==> src/rtl/seq_booth_mult.sv <==
// seq_booth_mult: sequential radix-4 Booth multiplier.
// Produces the full 2*WIDTH-bit product of A and B, as signed or unsigned,
// in WIDTH/2+1 iteration cycles behind a start/busy/done handshake.
//
// Ports:
//   clk         rising-edge clock
//   rst_n       synchronous active-low reset
//   start       request, accepted only while busy = 0
//   signed_mode 1 = two's-complement operands, 0 = unsigned (captured with start)
//   A, B        multiplicand / multiplier (captured with start)
//   busy        high while an operation is in progress
//   done        one-cycle pulse when Result is written
//   Result      product, held until the next operation completes
//
// state | meaning
// ------+------------------------------------------------------------
// IDLE  | waiting for start; operands captured on an accepted start
// CALC  | one Booth iteration per cycle, counter counts down to 1
// DONE  | Result valid, done pulse; returns to IDLE unconditionally

module seq_booth_mult #(
  parameter int WIDTH = 32
) (
  input  logic                 clk,
  input  logic                 rst_n,
  input  logic                 start,
  input  logic                 signed_mode,
  input  logic [WIDTH-1:0]     A,
  input  logic [WIDTH-1:0]     B,
  output logic                 busy,
  output logic                 done,
  output logic [2*WIDTH-1:0]   Result
);

  // Operands are widened by two bits so unsigned values look like
  // non-negative signed values and the final Booth triplet is well defined.
  localparam int EW = WIDTH + 2;
  localparam int AW = WIDTH + 4;
  localparam int N  = EW / 2;
  localparam int CW = $clog2(N + 1);

  typedef enum logic [1:0] {IDLE, CALC, DONE} state_t;

  state_t          state, state_nx;
  logic [EW-1:0]   mcand;
  logic [EW-1:0]   mplr;
  logic [AW-1:0]   acc;
  logic            bm1;
  logic [CW-1:0]   cnt;

  logic [AW-1:0]   a_ext, pp, sum, acc_nx;
  logic [EW-1:0]   mplr_nx;
  logic [2:0]      trip;
  logic            last_iter;

  assign busy      = (state != IDLE);
  assign done      = (state == DONE);
  assign last_iter = (cnt == CW'(1));

  always_ff @(posedge clk) begin
    if (!rst_n) state <= IDLE;
    else        state <= state_nx;
  end

  always_comb begin
    state_nx = state;
    case (state)
      IDLE:    if (start) state_nx = CALC;
      CALC:    if (last_iter) state_nx = DONE;
      DONE:    state_nx = IDLE;
      default: state_nx = IDLE;
    endcase
  end

  // One Booth step: add the recoded partial product, then shift the
  // combined {acc, mplr} pair arithmetically right by two.
  always_comb begin
    a_ext = {{2{mcand[EW-1]}}, mcand};
    trip  = {mplr[1:0], bm1};
    pp    = '0;
    case (trip)
      3'b001, 3'b010: pp = a_ext;
      3'b011:         pp = a_ext << 1;
      3'b100:         pp = -(a_ext << 1);
      3'b101, 3'b110: pp = -a_ext;
      default:        pp = '0;
    endcase
    sum     = acc + pp;
    acc_nx  = {{2{sum[AW-1]}}, sum[AW-1:2]};
    mplr_nx = {sum[1:0], mplr[EW-1:2]};
  end

  always_ff @(posedge clk) begin
    if (!rst_n) begin
      mcand  <= '0;
      mplr   <= '0;
      acc    <= '0;
      bm1    <= 1'b0;
      cnt    <= '0;
      Result <= '0;
    end else begin
      case (state)
        IDLE: begin
          if (start) begin
            mcand <= {{2{A[WIDTH-1] & signed_mode}}, A};
            mplr  <= {{2{B[WIDTH-1] & signed_mode}}, B};
            acc   <= '0;
            bm1   <= 1'b0;
            cnt   <= CW'(N);
          end
        end
        CALC: begin
          acc  <= acc_nx;
          mplr <= mplr_nx;
          bm1  <= mplr[1];
          cnt  <= cnt - CW'(1);
          // The low 2*WIDTH bits of {acc, mplr} after the last shift.
          if (last_iter) Result <= {acc_nx[WIDTH-3:0], mplr_nx};
        end
        default: ;
      endcase
    end
  end

endmodule
==> config.mk <==
export PLATFORM = sky130hd
export DESIGN_NAME = seq_booth_mult
export DESIGN_NICKNAME = d
export VERILOG_FILES = /design/src/rtl/seq_booth_mult.sv
export SDC_FILE = /design/constraint.sdc
export NUM_CORES = 1
export LEC_CHECK = 0
export CAP_MARGIN = 30
export CORE_MARGIN = 3
export CORE_UTILIZATION = 45
export DETAILED_ROUTE_END_ITERATION = 10
export PLACE_DENSITY = 0.67
export RECOVER_POWER = 25
export SYNTH_ARGS = -nofsm -noshare
export SYNTH_HDL_FRONTEND = slang
export SYNTH_SLANG_ARGS = --single-unit
==> constraint.sdc <==
create_clock -name clk -period 5.6 [get_ports clk]
set_input_delay 1.12 -clock clk [delete_from_list [all_inputs] [get_ports clk]]
set_output_delay 1.12 -clock clk [all_outputs]
set_load 0.005 [all_outputs]
==> impl_metrics.json <==
{
  "status": "finished clean",
  "synth-xor-area-share": 0.06066,
  "min_period_ns": 5.065,
  "maxCapViolCount": 0,
  "yosysSeqAreaShare": 0.3477,
  "min_path_type": "reg -> reg",
  "finalSetupViolCount": 0,
  "yosys.area.top_type": "dfxtp_1",
  "dp.cells": 1686,
  "cts-resized-gates": 0,
  "layout_commonest_cell": "nand2_1",
  "maxSlewViolCount": 0,
  "fin_cells": 1718,
  "worst_slew_pin_slew_ns": 0.8543,
  "yosys.area.top_type_share": 0.3477,
  "drive_above_1_share": 0.05405,
  "synthCells": 1358,
  "syn_area_per_cell_um2": 7.336,
  "ant_nets": 0,
  "crit_type": "reg -> reg",
  "synth-async-reset-ratio": 0,
  "drt_iter0_markers": 848,
  "worstPathArrival_ns": 5.42,
  "critical_path_peak_fanout": 9,
  "ios": 134,
  "htreeDepth": 4,
  "synth_compound_area_frac": 0.2535,
  "fmax_mhz": 197.4,
  "startpoint_type": "flip-flop",
  "cts-hold-fix-buffers": 0,
  "numPortBuffers": 133,
  "clock-sinks": 173,
  "dr.pass1.iters": 5,
  "p_leak_nw": 4.699,
  "yosys_warnings": 0,
  "grt_max_degree": 78,
  "crit_slowest_cell": "nor4_1",
  "overflow": 0,
  "die_x_um": 154.8,
  "final-hold-violation-count": 0,
  "hpwlAfterDp_mm": 21.04,
  "end_kind": "flip-flop",
  "grt_pass1_wl_mm": 48.68,
  "cts_root_buf": "clkbuf_16",
  "synth_top_family_by_area": "compound AO/OA/AOI/OAI gates",
  "antenna_cells": 0,
  "synth_fa_ha_area_frac": 0.04974,
  "initial_core_util": 0.4665,
  "avgViaCountPerCell": 5.763,
  "power.density_mw_per_mm2": 271.2,
  "die_area_mm2": 0.02396,
  "synth_mux_area_frac": 0.004145,
  "route.detailed.drc": 0,
  "yosys.area_share.simple": 0.2364,
  "insertion_delay_ns": 0.45,
  "critPathTopFamily": "simple AND/OR/NAND/NOR gates",
  "fin_crit_sh": 0.9045,
  "finalWirelength_mm": 29.91,
  "routedWlPerCell_um": 17.41,
  "synth_cell_types": 66,
  "synthFlopType": "dfxtp_1",
  "rsz0062_at_grt": "no",
  "cts_buffers": 17,
  "synth-edff-count": 0,
  "place.gp.congestion": 0.9655,
  "cts_max_path_buffers": 2,
  "antenna_found_initial": 0,
  "area_delta_synth_final_pct": 21.13,
  "slew_headroom": 0.4252,
  "cts_tree": "done",
  "fin_tns_setup_ns": 0,
  "postCtsSetupRepairBufs": 0,
  "final_cell_mix": "nand2_1 (312), a21oi_1 (189), dfxtp_1 (173)",
  "rows": 53,
  "nFillCells": 2050,
  "irDropWorstVdd_uv": 175.4,
  "num_vias": 9901,
  "path_cells": "nor4_1 -> and4b_1 -> nand2b_1 -> or3_1 -> xor2_1 -> a221oi_1 -> a21oi_1 -> ha_1 -> nand4_1 -> nor4_1 -> nand4_1 -> or3_1 -> a31o_2 -> and3_4 -> or2_0 -> o211ai_1",
  "ys_ff_latch": 173,
  "grt.total_usage": 0.2459,
  "fin_nets": 1537,
  "die_y_um": 154.8,
  "first_global_vias": 9361,
  "finClkSkew_ns": 0.01787,
  "syn_nets": 1465,
  "core_mm2": 0.02135,
  "synth.area.top_cells": "dfxtp_1 (35%), nand2_1 (12%), a21oi_1 (9.5%), ha_1 (4.8%), a22oi_1 (4.0%)",
  "mappedNetlistArea_mm2": 0.009962,
  "clk_pin_slew_ns": 0.08,
  "cpPeakStageDelay_ns": 0.60,
  "cp.required_ns": 5.96,
  "crit_buf_inv": 0
}
==> layer usage <==
| metal | up-vias | global-route usage | part of all wire |
|---|---|---|---|
| li1 | 4916 | - | - |
| met5 | - | 0 | 0 |
| met1 | 4681 | 0.3336 | 0.46 |
| met3 | 28 | 0.04421 | 0.057 |
| met4 | 0 | 0.06350 | 0.016 |
| met2 | 276 | 0.4056 | 0.47 |
==> logic make-up (layout without fill, tap and decap cells) <==
family          Yosys count  in the layout
flops                   173            173
buf+inv                 123            208
xor+xnor                 69             69
simple gates            532            532
fa+ha+maj                39             39
compound gates          418            418
mux                       4              4
==> Yosys cell counts (5+ instances only) <==
| cell type | instances |
|---|---|
| a211oi_1 | 9 |
| a21o_1 | 17 |
| a21oi_1 | 189 |
| a221o_1 | 6 |
| a221oi_1 | 7 |
| a22oi_1 | 53 |
| a31oi_1 | 12 |
| and2_1 | 5 |
| and3_1 | 10 |
| buf_1 | 13 |
| clkbuf_1 | 85 |
| dfxtp_1 | 173 |
| ha_1 | 38 |
| inv_1 | 21 |
| nand2_1 | 314 |
| nand2b_1 | 7 |
| nand3_1 | 38 |
| nand4_1 | 10 |
| nor2_1 | 75 |
| nor2b_1 | 7 |
| nor3_1 | 17 |
| nor4_1 | 6 |
| o211ai_1 | 9 |
| o21a_1 | 6 |
| o21ai_0 | 72 |
| or2_2 | 7 |
| or3_1 | 18 |
| or4_1 | 6 |
| xnor2_1 | 35 |
| xor2_1 | 34 |
==> worst min-delay path, delay by kind of cell, from the launching register on <==
family | cells | cell delay [ns]
flops | 1 | 0.31
simple gates | 1 | 0.05
compound gates | 1 | 0.05
==> power breakdown <==
part | internal (mW) | switching (mW) | total [mW]
sequential | 1.29 | 0.0641 | 1.35
clock | 0.618 | 0.623 | 1.24
combinational | 0.260 | 0.419 | 0.680
==> final timing paths <==
check | from | endpoint | slack [ns] | cells past startpoint
worst max-delay path | mcand[8] | acc[34] | 0.54 | 16
worst max register to register | mcand[8] | acc[34] | 0.54 | 16
worst min register to register | Result[26] | Result[26] | 0.45 | 2
worst min-delay path | Result[26] | Result[26] | 0.45 | 2
==> flip-flops by register name, indices dropped and copies added (netlist names) <==
name	flops
Result	64
acc	34
mplr	34
mcand	33
cnt	5
state	2
bm1	1
==> cell type report <==
class | count | area (um2) | area share
repair buffers | 154 | 1501 | 0.1244
clock inverters | 15 | 203.9 | 0.01690
flip-flops and latches | 173 | 3463 | 0.2870
multi-input cells | 1062 | 6043 | 0.5008
inverters | 22 | 85.08 | 0.007051
well taps | 275 | 344.1 | 0.02852
clock buffers | 17 | 425.4 | 0.03526
==> per-stage QoR <==
step                power [mW]  hold slack (ns)  instance area, um2    util  setup slack (ns)
floorplan                1.832           0.4315                9962       -             1.143
global placement         2.045           0.4424               11410  0.5345            0.6782
detailed placement       2.052           0.4497               11430  0.5354            0.4805
CTS                      3.290           0.4578               12060  0.5649            0.4138
global route             3.425           0.4701               12070  0.5651            0.1545
finish                   3.272           0.4535               12070  0.5651            0.5350
Note: power is estimated with default switching activity, not from simulation.
